$ cat src/rtl/fetch_stage_if.sv
// Fetch-stage bus: hazard/redirect controls in, instruction-memory port, IF/ID register out.
// The master side is the fetch stage; the slave side is the surrounding pipeline and memory.
interface fetch_stage_if;
    logic        stall_i;
    logic        flush_i;
    logic        redirect_i;
    logic [31:0] redirect_pc_i;
    logic [31:0] imem_addr_o;
    logic [31:0] imem_instr_i;
    logic [31:0] if_id_pc_o;
    logic [31:0] if_id_pc4_o;
    logic [31:0] if_id_instr_o;
    logic        if_id_valid_o;
    logic        if_id_fault_o;
    logic        fetch_halted_o;

    modport master (
        input  stall_i, flush_i, redirect_i, redirect_pc_i, imem_instr_i,
        output imem_addr_o, if_id_pc_o, if_id_pc4_o, if_id_instr_o,
               if_id_valid_o, if_id_fault_o, fetch_halted_o
    );

    modport slave (
        output stall_i, flush_i, redirect_i, redirect_pc_i, imem_instr_i,
        input  imem_addr_o, if_id_pc_o, if_id_pc4_o, if_id_instr_o,
               if_id_valid_o, if_id_fault_o, fetch_halted_o
    );
endinterface

$ cat src/rtl/fetch_stage.sv
// Instruction-fetch stage: owns the PC, drives the combinational imem address and
// registers the fetched word into IF/ID, with stall/flush/redirect and fault-halt handling.
module fetch_stage #(
    parameter logic [31:0] RESET_PC = 32'h0000_0000,
    parameter int unsigned MEM_SIZE = 1024,
    parameter logic [31:0] NOP      = 32'h0000_0013
) (
    input  logic          clk,
    input  logic          rst_n,
    fetch_stage_if.master bus
);

    typedef enum logic {
        ST_RUN  = 1'b0,
        ST_HALT = 1'b1
    } state_t;

    typedef struct packed {
        logic [31:0] pc;
        logic [31:0] pc4;
        logic [31:0] instr;
        logic        valid;
        logic        fault;
    } ifid_t;

    localparam logic [31:0] LAST_PC = 32'(MEM_SIZE - 4);
    localparam ifid_t       BUBBLE  = '{pc: 32'h0, pc4: 32'h0, instr: NOP,
                                        valid: 1'b0, fault: 1'b0};

    state_t      state_q, state_d;
    logic [31:0] pc_q, pc_d;
    ifid_t       ifid_q, ifid_d;
    logic        halted_q, halted_d;

    logic        fetch_fault;
    logic [31:0] pc_plus4;

    // Unsigned compare: addresses near 2^32 must fault, not wrap into range.
    assign fetch_fault = (pc_q[1:0] != 2'b00) || (pc_q > LAST_PC);
    assign pc_plus4    = pc_q + 32'd4;

    always_ff @(posedge clk or negedge rst_n) begin
        if (!rst_n) begin
            state_q  <= ST_RUN;
            pc_q     <= RESET_PC;
            ifid_q   <= BUBBLE;
            halted_q <= 1'b0;
        end else begin
            state_q  <= state_d;
            pc_q     <= pc_d;
            ifid_q   <= ifid_d;
            halted_q <= halted_d;
        end
    end

    always_comb begin
        state_d = state_q;
        pc_d    = pc_q;
        ifid_d  = ifid_q;

        if (bus.redirect_i) begin
            // Target is taken as-is; a misaligned target faults on its own fetch.
            pc_d    = bus.redirect_pc_i;
            ifid_d  = BUBBLE;
            state_d = ST_RUN;
        end else if (bus.flush_i) begin
            ifid_d = BUBBLE;
        end else if (bus.stall_i) begin
            ifid_d = ifid_q;
        end else begin
            case (state_q)
                ST_RUN: begin
                    if (!fetch_fault) begin
                        ifid_d = '{pc: pc_q, pc4: pc_plus4, instr: bus.imem_instr_i,
                                   valid: 1'b1, fault: 1'b0};
                        pc_d   = pc_plus4;
                    end else begin
                        ifid_d  = '{pc: pc_q, pc4: pc_plus4, instr: NOP,
                                    valid: 1'b1, fault: 1'b1};
                        state_d = ST_HALT;
                    end
                end
                ST_HALT: begin
                    ifid_d = BUBBLE;
                end
                default: begin
                    ifid_d  = BUBBLE;
                    state_d = ST_RUN;
                end
            endcase
        end

        halted_d = (state_d == ST_HALT);
    end

    assign bus.imem_addr_o    = pc_q;
    assign bus.if_id_pc_o     = ifid_q.pc;
    assign bus.if_id_pc4_o    = ifid_q.pc4;
    assign bus.if_id_instr_o  = ifid_q.instr;
    assign bus.if_id_valid_o  = ifid_q.valid;
    assign bus.if_id_fault_o  = ifid_q.fault;
    assign bus.fetch_halted_o = halted_q;

endmodule

$ cat src/flat_wrapper.sv
// flat-port wrapper written by rule: the top's interface ports become plain ports
module fetch_stage_flat 
#(
    parameter logic [31:0] RESET_PC = 32'h0000_0000,
    parameter int unsigned MEM_SIZE = 1024,
    parameter logic [31:0] NOP      = 32'h0000_0013
)
  (clk, rst_n, bus_stall_i, bus_flush_i, bus_redirect_i, bus_redirect_pc_i, bus_imem_instr_i, bus_imem_addr_o, bus_if_id_pc_o, bus_if_id_pc4_o, bus_if_id_instr_o, bus_if_id_valid_o, bus_if_id_fault_o, bus_fetch_halted_o);
  fetch_stage_if bus_i ();
  input  logic clk;
  input  logic rst_n;
  input wire logic [$bits(bus_i.stall_i)-1:0] bus_stall_i;
  input wire logic [$bits(bus_i.flush_i)-1:0] bus_flush_i;
  input wire logic [$bits(bus_i.redirect_i)-1:0] bus_redirect_i;
  input wire logic [$bits(bus_i.redirect_pc_i)-1:0] bus_redirect_pc_i;
  input wire logic [$bits(bus_i.imem_instr_i)-1:0] bus_imem_instr_i;
  output wire logic [$bits(bus_i.imem_addr_o)-1:0] bus_imem_addr_o;
  output wire logic [$bits(bus_i.if_id_pc_o)-1:0] bus_if_id_pc_o;
  output wire logic [$bits(bus_i.if_id_pc4_o)-1:0] bus_if_id_pc4_o;
  output wire logic [$bits(bus_i.if_id_instr_o)-1:0] bus_if_id_instr_o;
  output wire logic [$bits(bus_i.if_id_valid_o)-1:0] bus_if_id_valid_o;
  output wire logic [$bits(bus_i.if_id_fault_o)-1:0] bus_if_id_fault_o;
  output wire logic [$bits(bus_i.fetch_halted_o)-1:0] bus_fetch_halted_o;
  assign bus_i.stall_i = bus_stall_i;
  assign bus_i.flush_i = bus_flush_i;
  assign bus_i.redirect_i = bus_redirect_i;
  assign bus_i.redirect_pc_i = bus_redirect_pc_i;
  assign bus_i.imem_instr_i = bus_imem_instr_i;
  assign bus_imem_addr_o = bus_i.imem_addr_o;
  assign bus_if_id_pc_o = bus_i.if_id_pc_o;
  assign bus_if_id_pc4_o = bus_i.if_id_pc4_o;
  assign bus_if_id_instr_o = bus_i.if_id_instr_o;
  assign bus_if_id_valid_o = bus_i.if_id_valid_o;
  assign bus_if_id_fault_o = bus_i.if_id_fault_o;
  assign bus_fetch_halted_o = bus_i.fetch_halted_o;
  fetch_stage #(.RESET_PC(RESET_PC), .MEM_SIZE(MEM_SIZE), .NOP(NOP)) u_core (.clk(clk), .rst_n(rst_n), .bus(bus_i));
endmodule
$ cat config.mk
export PLATFORM = sky130hd
export DESIGN_NAME = fetch_stage_flat
export DESIGN_NICKNAME = d
export VERILOG_FILES = /design/src/rtl/fetch_stage_if.sv /design/src/rtl/fetch_stage.sv /design/src/flat_wrapper.sv
export SDC_FILE = /design/constraint.sdc
export NUM_CORES = 1
export LEC_CHECK = 0
export CORE_MARGIN = 1
export CORE_UTILIZATION = 25
export DETAILED_ROUTE_END_ITERATION = 10
export PLACE_DENSITY_LB_ADDON = 0.08
export SLEW_MARGIN = 20
export SYNTH_ARGS = -nofsm -noshare
export SYNTH_HDL_FRONTEND = slang
export SYNTH_SLANG_ARGS = --single-unit
$ cat constraint.sdc
create_clock -name clk -period 5.5 [get_ports clk]
set_input_delay 0.55 -clock clk [delete_from_list [all_inputs] [get_ports clk]]
set_output_delay 0.55 -clock clk [all_outputs]
set_load 0.01 [all_outputs]
; ---- After elaboration in Yosys (flattened, before gate mapping)
; Index checks and enable logic that the tools add are counted.
[op_classes]
add_sub_neg = 1
n_lt_le_gt_ge = 1
n_eq_ne = 5
mux = 15
bitwise_logic = 1
reduce_logical = 4
[ops]
columns = cell, count
row1 = $mux 98, 3
row2 = $pmux 98 s2, 1
row3 = $mux 32, 5
row4 = $mux 34, 1
row5 = $add 32x3->32 const B, 1
row6 = $gt 32x10->1 const B, 1
row7 = $mux 1, 5
row8 = $ne 2x1->1 const B, 2
row9 = $ne 2x2->1 const B, 2
row10 = $reduce_and 4->1, 1
row11 = $ne 3x1->1 const B, 1
row12 = $reduce_and 2->1, 1
row13 = $reduce_bool 2->1, 1
row14 = $logic_or 1x1->1, 1
row15 = $not 1->1, 1
[word_totals]
register_bits = 131
inputBits = 69
output_inout_bits = 131
elab_cells = 34

; ---- Depth between registers and ports, before layout
[depth]
ltp_word = 7
depth_mapped = 7
ltp_nobuf = 6

; ---- Worst setup path after synthesis
; No wires, ideal clock.
[synth_timing]
path_type = reg-to-reg
from = reg u_core.pc_q[2] (netlist: u_core.bus.imem_addr_o[2])
to = reg u_core.ifid_q, in the netlist u_core.bus.if_id_pc4_o[28]
setup_time_ns = 0.076
arrival_ns = 1.729
required_time_ns = 5.424
path_slack_ns = 3.695
path_stages_with_launch = 7
path_buffers = 0
synth_period_minus_slack_ns = 1.805
path_cell_list = dfrtp_1 -> ha_1 -> nand3_2 -> nor4_4 -> nand4_1 -> xor2_1 -> o21ai_1
[synth_via]
elab_chain_len = 5
[synth_lines]
columns = item, line
row1 = "start, declared", fetch_stage.sv:31  ; logic [31:0] pc_q, pc_d;
row2 = "start signal, assigned", fetch_stage.sv:50  ; pc_q <= pc_d;
row3 = $add 32x3->32, fetch_stage.sv:40  ; assign pc_plus4 = pc_q + 32'd4;
row4 = $pmux 98 s2, fetch_stage.sv:71  ; case (state_q)
row5 = $mux 98, fetch_stage.sv:68  ; end else if (bus.stall_i) begin
row6 = $mux 98, fetch_stage.sv:66  ; end else if (bus.flush_i) begin
row7 = $mux 98, fetch_stage.sv:61  ; if (bus.redirect_i) begin
row8 = "end signal, assigned", fetch_stage.sv:51  ; ifid_q <= ifid_d;
row9 = "end, declared", fetch_stage.sv:32  ; ifid_t ifid_q, ifid_d;
; No other way between the ends. The select of a mux whose other input is x is not followed.
; A chain may end at the register's enable or synchronous reset.

; ---- Worst setup path in the final report
[layout_timing]
from = reg u_core.pc_q[27] (netlist: u_core.bus.imem_addr_o[27])
to = reg u_core.ifid_q, in the netlist u_core.bus.if_id_instr_o[3]
[layout_via]
elab_chain_len = 7
[layout_lines]
columns = item, line
row1 = $gt 32x10->1, fetch_stage.sv:39  ; assign fetch_fault = (pc_q[1:0] != 2'b00) || (pc_q > LAST_PC);
row2 = $logic_or 1x1->1, fetch_stage.sv:39
row3 = $mux 34, fetch_stage.sv:73  ; if (!fetch_fault) begin
row4 = $pmux 98 s2, fetch_stage.sv:71
row5 = $mux 98, fetch_stage.sv:68
row6 = $mux 98, fetch_stage.sv:66
row7 = $mux 98, fetch_stage.sv:61
; No other way between the ends. The select of a mux whose other input is x is not followed.

==> flow_metrics.tcl <==
set metrics [dict create \
    status "completed" \
    dp_hpwl_um 11200 \
    grt_pass1_wl_um 25900 \
    drt_iter0_markers 169 \
    clock_latency_ns 0.41 \
    syn2layout_area_growth_pct 54.2 \
    syn-num-nets 515 \
    yosys.area.top_type "dfrtp_1" \
    p_per_area_nw_per_um2 307 \
    cp-start-kind "flop" \
    cts_tree "built" \
    start_util_pct 25.5 \
    grt_use_total_pct 15.7 \
    slowest_delay_ns 0.57 \
    synth-seq-cells 129 \
    postCtsSetupRepairBufs 0 \
    yosysWarnings 0 \
    final_nets 706 \
    yosysTopAreaCellShare_pct 58.7 \
    max_slew_margin_pct 35.3 \
    routed_wl_um 16800 \
    path_clk_slew_ns 0.06 \
    fin_cells 925 \
    rsz0062_at_grt "false" \
    cp.arrival_ns 2.83 \
    drv_slew 0 \
    critical_path_class "reg2reg" \
    finalHoldViolCount 0 \
    seq_area_frac_synth_pct 60.2 \
    synthesis.area_um2 5370 \
    drive_above_1_share_pct 12.2 \
    dpl.cell_count 890 \
    cp-end-kind "flop" \
    path_max_fanout 20 \
    cts_buffers 17 \
    coreArea_um2 21000 \
    dr.pass1.iters 4 \
    num_io_pins 200 \
    port_buffers 199 \
    cts-htree-levels 4 \
    p_leak_nw 3.41 \
    grt_overflow_total 0 \
    syn_inst 445 \
    grt_max_degree 99 \
    post-route-min-period_ns 2.48 \
    yosys.cell_types.count 37 \
    fmax_mhz 403 \
    die_h_um 149 \
    die_w_um 149 \
    crit_chain "nor4_1 -> nand4_2 -> nor3_4 -> buf_8 -> a22o_1" \
    slowest_stage "nor4_1" \
    fillers 2034 \
    post-route-period-util_pct 45.1 \
    clockBufferDepth 2 \
    design.die.area_um2 22100 \
    clock_sinks 129 \
    skew_ns 0.00756 \
    synth.avg_cell_area_um2 12.1 \
    irDropWorstVdd_v 0.000176 \
    final_antenna_net_count 0 \
    clock_tree.root_cell "clkbuf_16" \
    viasPerCell 4.63 \
    post_drt_wl_per_cell_um 18.2 \
    antenna_found_initial 0 \
    cts-resized-gates 0 \
    setup_tns_ns 0 \
    max-cap-violations 0 \
    hp-class "in2async" \
    via_count 4279 \
    critPathRequiredTime_ns 5.85 \
    ctsHoldBuffers 0 \
    gp_congestion 0.724 \
    worst_pin_slew_ns 0.971 \
    setup_violations 0 \
    remaining_drc_errors 0 \
    synthTopCellsByArea "dfrtp_1 59%, a22o_1 9.9%, mux2_2 4.8%" \
    first_global_vias 4303 \
    rows 53 \
]
-- through the flow --
stage	instance area (um2)	util, %	hold WS (ns)	total power [W]	setup slack (ns)
after floorplan	5370	-	0.254	0.00115	3.69
after global placement	7600	36.1	0.463	0.00134	2.73
after detailed placement	7600	36.1	0.475	0.00134	2.59
after CTS	8240	39.2	0.288	0.00258	2.59
after global routing	8280	39.4	0.319	0.00265	2.88
final	8280	39.4	0.239	0.00254	3.02
-- path summary, 6_finish.rpt --
check	depth (start not counted)	slack, ns	from	end
hold / removal	1	0.24	rst_n	u_core.bus.if_id_pc_o[5]$_DFFE_PN0P_
max in group asynchronous	2	4.16	rst_n	u_core.bus.if_id_instr_o[0]$_DFFE_PN1P_
setup reg to reg	5	3.02	u_core.bus.imem_addr_o[27]$_DFFE_PN0P_	u_core.bus.if_id_instr_o[3]$_DFFE_PN0P_
min in group clk	2	0.48	u_core.bus.if_id_pc4_o[5]$_DFFE_PN0P_	u_core.bus.if_id_pc4_o[5]$_DFFE_PN0P_
setup / recovery	5	3.02	u_core.bus.imem_addr_o[27]$_DFFE_PN0P_	u_core.bus.if_id_instr_o[3]$_DFFE_PN0P_
hold reg to reg	2	0.48	u_core.bus.if_id_pc4_o[5]$_DFFE_PN0P_	u_core.bus.if_id_pc4_o[5]$_DFFE_PN0P_
-- placed cells by master, fill, tap and decap left out, drive strengths merged, types with 4 or more instances in the layout --
cell type	count
xor2	21
bufinv	4
nand4	7
o21ai	40
xnor2	14
inv	4
dfrtp	126
a22o	61
clkdlybuf4s50	197
nor4	9
nand3	16
nor2	5
mux2	23
buf	8
and3	6
nand2	51
clkinv	5
nor3	10
and4	4
clkbuf	19
-- metal layers --
layer | share of wire, % | vias to the layer above | global-route usage, % | routed length, um
li1 | - | 1982 | - | -
met1 | 47 | 2121 | 21.5 | 7830
met2 | 44 | 161 | 22.8 | 7470
met3 | 7.8 | 15 | 5.43 | 1300
met4 | 1.2 | 0 | 5.36 | 201
met5 | 0 | - | 0 | 0
-- where the power goes --
part / switching (W) / internal [W] / total, W
sequential: 0.0000629 / 0.000989 / 0.00105
combinational: 0.000116 / 0.000154 / 0.000270
clock: 0.000438 / 0.000783 / 0.00122
total: 0.000617 / 0.00193 / 0.00254
-- worst max-delay path: cells and delay by family (launching register included) --
kind | cells | cell delay (ns)
buf+inv | 1 | 0.24
compound gates | 1 | 0.15
flops | 1 | 0.46
simple gates | 3 | 1.55
-- synth_stat cells (all sizes together) --
cell / instances
dfrtp: 126
a22o: 61
nand2: 51
o21ai: 40
clkbuf: 25
mux2: 23
xor2: 21
nand3: 16
xnor2: 14
nor3: 10
nor4: 9
buf: 8
nand4: 7
and3: 6
nor2: 5
and4: 4
dfstp: 3
inv: 3
o22a: 3
a21oi: 2
and2: 2
or3: 2
ha: 1
mux2i: 1
nand2b: 1
or2: 1
-- state kept, by name, indices dropped and copies added (netlist names) --
| signal | flops |
|---|---|
| u_core.bus.if_id_pc4_o | 32 |
| u_core.bus.imem_addr_o | 32 |
| u_core.bus.if_id_pc_o | 30 |
| u_core.bus.if_id_instr_o | 32 |
| u_core.bus.if_id_valid_o | 1 |
| u_core.state_q | 1 |
| u_core.bus.if_id_fault_o | 1 |
-- kinds of logic (layout without fill, tap and decap cells) --
logic type / after synthesis / count (layout) / synth area share, %
AOI/OAI and AO/OA: 106 / 106 / 14.4
xor gates and xnor gates: 35 / 35 / 5.71
adders and majority gates: 1 / 1 / 0.233
buffers and inverters: 36 / 240 / 2.98
DFF: 129 / 129 / 60.2
muxes: 24 / 24 / 5.01
other: 0 / 1 / 0
and+or+nand+nor: 114 / 114 / 11.5
-- cell type report --
class                      instances  area [um2]  share of cell area (%)
sequential                       129        3230                    39.0
timing repair buffer             205        2060                    24.9
multi-input combinational        280        1990                    24.1
clock buffer                      19         453                    5.47
tap                              275         344                    4.16
clock inverter                    13         184                    2.22
inverter                           3        11.3                   0.136
antenna                            1        2.50                  0.0302
Power figures use the tool's default switching activity.
